==> config.mk <==
export PLATFORM = sky130hd
export DESIGN_NAME = mux4_rr_arbiter
export DESIGN_NICKNAME = d
export VERILOG_FILES = /design/src/rtl/mux4_rr_arbiter_pkg.sv /design/src/rtl/mux4_rr_arbiter_pick.sv /design/src/rtl/mux4_rr_arbiter.sv
export SDC_FILE = /design/constraint.sdc
export NUM_CORES = 1
export LEC_CHECK = 0
export BUFFER_PORTS_ARGS = -buffer_cell sky130_fd_sc_hd__buf_2
export CAP_MARGIN = 20
export CORE_MARGIN = 1
export CORE_UTILIZATION = 55
export DETAILED_ROUTE_END_ITERATION = 8
export PLACE_DENSITY = 0.77
export SYNTH_ARGS = -nofsm -noshare
export SYNTH_HDL_FRONTEND = slang
export SYNTH_SLANG_ARGS = --single-unit
==> constraint.sdc <==
create_clock -name clk -period 3.4 [get_ports clk]
set_clock_uncertainty 0.2 [all_clocks]
set_input_delay 0.68 -clock clk [delete_from_list [all_inputs] [get_ports clk]]
set_output_delay 0.68 -clock clk [all_outputs]
set_load 0.1 [all_outputs]
==> src/rtl/mux4_rr_arbiter_pkg.sv <==
// Shared definitions for the 4-way round-robin mux arbiter.
package mux4_rr_arbiter_pkg;

   typedef enum logic {
      IDLE  = 1'b0,
      GRANT = 1'b1
   } arb_state_t;

   localparam int unsigned DEFAULT_MAX_HOLD = 8;
   localparam int unsigned DEFAULT_CW       = 8;

endpackage

==> src/rtl/mux4_rr_arbiter_pick.sv <==
// Combinational round-robin picker: first requester after 'last', wrapping mod 4.
module rr_pick4 (
   input  logic [3:0] req,
   input  logic [1:0] last,
   output logic       valid,
   output logic [1:0] win
);

   logic [2:0] shift;
   logic [7:0] dbl;
   logic [3:0] rot;
   logic [1:0] off;

   // Rotate so that bit 0 of rot is the requester right after 'last'.
   assign shift = {1'b0, last} + 3'd1;
   assign dbl   = {req, req} >> shift;
   assign rot   = dbl[3:0];
   assign valid = |req;

   always_comb begin
      off = 2'd0;
      if (rot[0])      off = 2'd0;
      else if (rot[1]) off = 2'd1;
      else if (rot[2]) off = 2'd2;
      else if (rot[3]) off = 2'd3;
   end

   assign win = last + 2'd1 + off;

endmodule

==> src/rtl/mux4_rr_arbiter.sv <==
// Round-robin arbiter driving the select pair of a shared 4:1 mux, with a hold limit.
//
//   state | meaning
//   IDLE  | no owner; arbitrate among req using the rotating priority
//   GRANT | one owner holds the mux; release on req drop, done, or hold limit
module mux4_rr_arbiter
   import mux4_rr_arbiter_pkg::*;
#(
   parameter int unsigned MAX_HOLD = DEFAULT_MAX_HOLD,
   parameter int unsigned CW       = DEFAULT_CW
) (
   input  logic       clk,
   input  logic       rst,
   input  logic [3:0] req,
   input  logic       done,
   output logic [3:0] grant,
   output logic       sel_a,
   output logic       sel_b,
   output logic       busy,
   output logic       timeout
);

   localparam logic [CW-1:0] HOLD_LAST = CW'(MAX_HOLD - 1);

   arb_state_t    state;
   logic [CW-1:0] hold_cnt;
   logic [1:0]    last;
   logic [1:0]    sel_q;
   logic          pick_valid;
   logic [1:0]    pick_win;
   logic          rel_own;
   logic          rel_done;
   logic          rel_hold;
   logic          release_now;

   rr_pick4 u_pick (
      .req   (req),
      .last  (last),
      .valid (pick_valid),
      .win   (pick_win)
   );

   // While in GRANT the select register is the owner index.
   always_comb begin
      rel_own     = ~req[sel_q];
      rel_done    = done;
      rel_hold    = (hold_cnt == HOLD_LAST);
      release_now = rel_own | rel_done | rel_hold;
   end

   always_ff @(posedge clk or posedge rst) begin
      if (rst) begin
         state    <= IDLE;
         grant    <= 4'b0000;
         sel_q    <= 2'd0;
         busy     <= 1'b0;
         timeout  <= 1'b0;
         hold_cnt <= '0;
         last     <= 2'd3;
      end else begin
         timeout <= 1'b0;
         case (state)
            IDLE: begin
               if (pick_valid) begin
                  state    <= GRANT;
                  grant    <= 4'b0001 << pick_win;
                  sel_q    <= pick_win;
                  busy     <= 1'b1;
                  hold_cnt <= '0;
               end
            end
            GRANT: begin
               if (release_now) begin
                  state    <= IDLE;
                  grant    <= 4'b0000;
                  busy     <= 1'b0;
                  last     <= sel_q;
                  hold_cnt <= '0;
                  // Forced release only counts as a timeout if nothing else ended the grant.
                  timeout  <= rel_hold & ~rel_own & ~rel_done;
               end else begin
                  hold_cnt <= hold_cnt + CW'(1);
               end
            end
            default: state <= IDLE;
         endcase
      end
   end

   assign sel_a = sel_q[1];
   assign sel_b = sel_q[0];

endmodule

**After elaboration in Yosys (flattened, before gate mapping)**

Index checks and enable logic that the tools add are counted.

- Register bits: 19
- Input bits: 7
- Output and inout port bits: 8
- Logic and storage cells: 48

- Add/sub/neg operators: 4
- Magnitude comparators: 1
- Equality and inequality tests: 3
- Shifts and indexed selects: 2
- Multiplexer cells: 20
- Bitwise logic cells: 7
- Reduce and logical (&&, ||, !) cells: 4

Operators with widths:

| operator | number |
|---|---|
| 2-to-1 mux 8 bit | 2 |
| one-hot mux 8 bit (2 select lines) | 1 |
| adder 8 x 1 -> 8 bit, second input constant | 1 |
| == test 8 x 3 -> 1 bit, second input constant | 1 |
| 2-to-1 mux 2 bit | 4 |
| 2-to-1 mux 4 bit | 2 |
| one-hot mux 4 bit (2 select lines) | 1 |
| right shift 8 x 3 -> 4 bit | 1 |
| 2-to-1 mux 1 bit | 7 |
| AND reduction 2 bit | 3 |
| one-hot mux 1 bit (2 select lines) | 2 |
| OR reduction 4 bit | 1 |
| left shift 1 x 2 -> 4 bit, first input constant | 1 |
| adder 2 x 1 -> 3 bit, second input constant | 1 |
| less-than comparator 2 x 3 -> 1 bit, second input constant | 1 |
| NOT 1 bit | 3 |
| adder 2 x 1 -> 2 bit, second input constant | 1 |
| adder 2 bit | 1 |
| AND 1 bit | 2 |
| binary-select mux 1 bit (select 2 bit) | 1 |
| != test 2 x 1 -> 1 bit, second input constant | 1 |
| != test 2 bit, second input constant | 1 |
| OR 1 bit | 2 |

**Longest topological paths before layout**

- Depth in word-level cells: 10
- Gate-level depth with buffers: 10
- Gate-level depth less buffers: 9

**Hierarchy**

From an unflattened synthesis, not the netlist that was laid out.

- Cell total of the unflattened synthesis: 116
- Area, all modules: 1,136.1 um2

By module, submodules not included:

| module | times used | cells each | area an instance (um2) | sequential area each (um2) |
|---|---|---|---|---|
| mux4_rr_arbiter | 1 | 87 | 949.7 | 478.0 |
| rr_pick4 | 1 | 29 | 186.4 | 0.0 |

**Worst setup path before layout**

Ideal clock, no wire load.

- Kind: input port to flip-flop
- Start point: input port req[2]
- End point: register grant[0]
- Setup time: 0.122 ns
- Arrival: 2.230 ns
- Required time: 3.078 ns
- Setup slack: 0.848 ns
- Cell stages on the path: 9
- Path through: clkbuf_1 -> nor2_1 -> a211oi_1 -> a21oi_1 -> a211oi_1 -> ha_1 -> xor2_1 -> xnor2_1 -> a32o_1

- Word-level cells in the longest chain between the ends: 9
- Elaborated cells between the ends (all ways): 18

Ends and longest elaborated chain:

| what | RTL line | source |
|---|---|---|
| start, declared | mux4_rr_arbiter.sv:14 | `input logic [3:0] req,` |
| right shift 8 x 3 -> 4 bit | mux4_rr_arbiter_pick.sv:16 | `assign dbl = {req, req} >> shift;` |
| 2-to-1 mux 2 bit | mux4_rr_arbiter_pick.sv:25 | `else if (rot[3]) off = 2'd3;` |
| 2-to-1 mux 2 bit | mux4_rr_arbiter_pick.sv:24 | `else if (rot[2]) off = 2'd2;` |
| 2-to-1 mux 2 bit | mux4_rr_arbiter_pick.sv:23 | `else if (rot[1]) off = 2'd1;` |
| 2-to-1 mux 2 bit | mux4_rr_arbiter_pick.sv:22 | `if (rot[0]) off = 2'd0;` |
| adder 2 bit | mux4_rr_arbiter_pick.sv:28 | `assign win = last + 2'd1 + off;` |
| left shift 1 x 2 -> 4 bit | mux4_rr_arbiter.sv:66 | `grant <= 4'b0001 << pick_win;` |
| 2-to-1 mux 4 bit | mux4_rr_arbiter.sv:64 | `if (pick_valid) begin` |
| one-hot mux 4 bit (2 select lines) | mux4_rr_arbiter.sv:62 | `case (state)` |
| end signal, assigned | mux4_rr_arbiter.sv:66 |  |
| end, declared | mux4_rr_arbiter.sv:16 | `output logic [3:0] grant,` |

Parallel ways exist; a longest one is shown, timed or not. The select of a mux whose other input is x is not followed.
A chain may end at the register's enable or synchronous reset.

**Worst setup path after layout**

- Start point: register last[0]
- End point: register grant[0]

- Word-level cells in the longest chain between the ends: 10
- Elaborated cells between the ends (all ways): 11

Ends and longest elaborated chain:

| what | RTL line | source |
|---|---|---|
| start, declared | mux4_rr_arbiter.sv:27 | `logic [1:0] last;` |
| start signal, assigned | mux4_rr_arbiter.sv:77 | `last <= sel_q;` |
| adder 2 x 1 -> 3 bit | mux4_rr_arbiter_pick.sv:15 | `assign shift = {1'b0, last} + 3'd1;` |
| right shift 8 x 3 -> 4 bit | mux4_rr_arbiter_pick.sv:16 |  |
| 2-to-1 mux 2 bit | mux4_rr_arbiter_pick.sv:25 |  |
| 2-to-1 mux 2 bit | mux4_rr_arbiter_pick.sv:24 |  |
| 2-to-1 mux 2 bit | mux4_rr_arbiter_pick.sv:23 |  |
| 2-to-1 mux 2 bit | mux4_rr_arbiter_pick.sv:22 |  |
| adder 2 bit (*) | mux4_rr_arbiter_pick.sv:28 |  |
| left shift 1 x 2 -> 4 bit (*) | mux4_rr_arbiter.sv:66 |  |
| 2-to-1 mux 4 bit (*) | mux4_rr_arbiter.sv:64 |  |
| one-hot mux 4 bit (2 select lines) (*) | mux4_rr_arbiter.sv:62 |  |

Mark *: on every way between the ends. The rest lies on a longest branch, timed or not. The select of a mux whose other input is x is not followed.

==> impl_metrics.py <==
metrics = {
    "drt": {
        "ant_nets": 0,
        "via_per_inst": 5.63,
        "drtIter0Drc": 19,
        "via_count": 884,
        "drcViolationCount": 0,
        "routed_wirelength_um": 2060,
        "first_pass_iters": 4,
        "routedWlPerCell_um": 13.1,
    },
    "grt": {
        "grt_first_pass_wirelength_um": 3270,
        "grt_max_degree": 20,
        "antenna_found_initial": 0,
        "overflow": 0,
        "grt_usage_pct": 22.0,
        "first_global_vias": 731,
    },
    "clock_network": {
        "ctsResizeCount": 0,
        "cts.sinks": 19,
        "cts_buffers": 3,
        "cts.clk_slew.worst_paths_ns": 0.11,
        "cts_setup_buffers": 0,
        "clk-insertion-delay-late_ns": 0.29,
        "clk_path_buf_depth": 2,
        "cts_root_buf": "clkbuf_4",
        "cts_tree": "built",
        "htree_levels": 1,
        "holdBufCountCts": 0,
    },
    "floorplan": {
        "dieArea_um2": 2150,
        "initial_utilization_pct": 60.7,
        "die_h_um": 46.4,
        "io_pins": 15,
        "die_w_um": 46.4,
        "fp.coreArea_um2": 1780,
        "num_rows": 15,
    },
    "setup_path": {
        "cp-end-kind": "flop",
        "crit_required_ns": 3.39,
        "cp_num_buf_inv": 0,
        "path_class": "flop to flop",
        "cp_max_fo": 11,
        "worstRegToRegCells": 8,
        "cp-start-kind": "flop",
        "slowest_stage": "dfstp_2",
        "crit_arrival_ns": 2.47,
        "crit_family": "compound AO/OA/AOI/OAI gates",
        "path_depth": 8,
        "cp_common_cell": "a211oi_1",
        "path_cells": "nor2_1, a211oi_1, a21oi_1, a211oi_1, ha_1, xor2_1, xnor2_1, a32o_1",
        "slowest_delay_ns": 0.64,
    },
    "synthesis": {
        "synth_cells": 120,
        "synth_area_leader_cell": "dfrtp_1",
        "synth_area_leaders": "dfrtp_1, nor2_1, dfstp_2",
        "synth_edf_count": 0,
        "yosysWarnings": 0,
        "ys_seq_area_share_pct": 44.2,
        "syn_area_per_cell_um2": 9.02,
        "synth_top_cell_area_share_pct": 39.3,
        "async_flop_share_pct": 100,
        "synth_area_um2": 1080,
        "synth.net_count": 130,
        "ys_seq_elements": 19,
        "synthFlopType": "dfrtp_1",
        "synth.distinct_cells": 36,
    },
    "timing": {
        "finalSetupViolCount": 0,
        "fin_setup_tns_ns": 0,
        "period_needed_ns": 2.48,
        "final_max_slew_viol_count": 0,
        "timing.final.crit_share_pct": 73.0,
        "finalHoldViolations": 0,
        "tightest_slew_ns": 0.690,
        "slew-limit-headroom_pct": 54.0,
        "fmax_ghz": 0.403,
        "holdWs_ns": 0.271,
        "rsz0062_at_grt": "false",
    },
    "min_path": {
        "hp-class": "input pin to async pin",
    },
    "pwr": {
        "combPwrFrac_pct": 55.7,
        "p_switching_uw": 556,
        "switching_share_pct": 51.9,
        "max-vdd-ir-drop_v": 0.000661,
        "p_per_area_nw_per_um2": 905,
        "p_int_uw": 515,
        "clkPwrFrac_pct": 10.6,
        "p_leak_nw": 0.556,
        "p_seq_share_pct": 33.7,
    },
    "place": {
        "portBuffers": 14,
        "dp_hpwl_um": 1500,
        "place.gp.congestion": 0.774,
    },
    "layout": {
        "num-nets-final": 143,
        "ff_latch_area_um2": 478,
        "syn_to_final_growth_pct": 9.36,
        "layout-drive-gt1-share_pct": 22.0,
        "final_util_pct": 66.4,
        "multiInputGateArea_um2": 548,
        "diodes": 0,
        "fillers": 168,
    },
    "job": {
        "cap_violations": 0,
    },
    "outcome": {
        "outcome": "complete, no violations",
    },
}
[metal layers]
metal / track usage (%) / vias to the layer above / routed length, µm
met3: 5.10 / 2 / 85
met4: 8.82 / 0 / 21
li1: - / 447 / -
met1: 30.3 / 414 / 1030
met5: 0 / - / 0
met2: 33.1 / 21 / 924
[cell usage after synthesis (3+ instances only)]
cell type  number
clkbuf_1        6
dfrtp_1        17
ha_1            3
inv_1           6
mux2_2          3
nand2_1        13
nand3_1         5
nor2_1         16
nor3_1          4
o21ai_0         3
o22ai_1         3
o32ai_1         3
or2_2           3
[sequential cells by signal, indices dropped and copies added, names as in the netlist]
name,count
hold_cnt,8
grant,4
last,2
sel_q,2
busy,1
state,1
timeout,1
[cells in the final DEF (no fill, tap or decap), drive strengths merged, types with 3 or more instances in the layout]
cell type  instances
a22o               3
buf               15
clkbuf             4
dfrtp             17
ha                 3
inv                6
mux2               3
nand2             13
nand3              5
nor2              16
nor3               4
o21ai              3
o22ai              3
o32ai              3
or2                3
or3                3
[path summary, 6_finish.rpt]
| kind | from | endpoint | slack [ns] |
|---|---|---|---|
| setup / recovery | last[0] | grant[0] | 0.92 |
| hold / removal | rst | hold_cnt[0] | 0.27 |
| max in group asynchronous | rst | hold_cnt[1] | 2.29 |
| min in group clk | busy | busy | 0.29 |
| hold reg to reg | busy | busy | 0.29 |
| setup reg to reg | last[0] | grant[0] | 0.92 |
[worst register-to-register path, stage by stage (launching register included)]
cell and delay, ns:
dfstp_2 0.64, nor2_1 0.08, a211oi_1 0.22, a21oi_1 0.07, a211oi_1 0.29, ha_1 0.23, xor2_1 0.18, xnor2_1 0.17
a32o_1 0.30
[power groups by stage]
stage                     combinational [mW]  sequential [mW]  clock (mW)
after floorplan                        0.303            0.560           0
after global placement                 0.584            0.359           0
after detailed placement               0.594            0.364           0
after CTS                              0.600            0.359       0.115
after global routing                   0.642            0.370       0.122
final                                  0.597            0.361       0.114
[cell families after synthesis]
group	Yosys count	share of synthesized area (%)
xor gates and xnor gates	4	3.24
DFF	19	44.2
buffers and inverters	13	5.20
and+or+nand+nor	52	22.5
AOI/OAI and AO/OA	24	16.4
adders and majority gates	3	3.47
muxes	5	4.97
[area by class of cell]
cell class,instances,area share [%]
timing repair buffer,15,6.55
clock buffer,4,2.22
multi-input combinational,88,46.3
tap,25,2.64
sequential,19,40.4
inverter,6,1.90
[through the flow]
step	std cells	cell area [µm²]	worst slack (ns)	power, mW
detailed placement	153	1160	0.710	0.958
floorplan	120	1080	0.848	0.862
finish	157	1180	0.918	1.07
global route	157	1180	0.758	1.13
CTS	157	1180	0.918	1.07
global placement	153	1160	0.816	0.944
No activity file was read; power rests on OpenSTA's default activity.
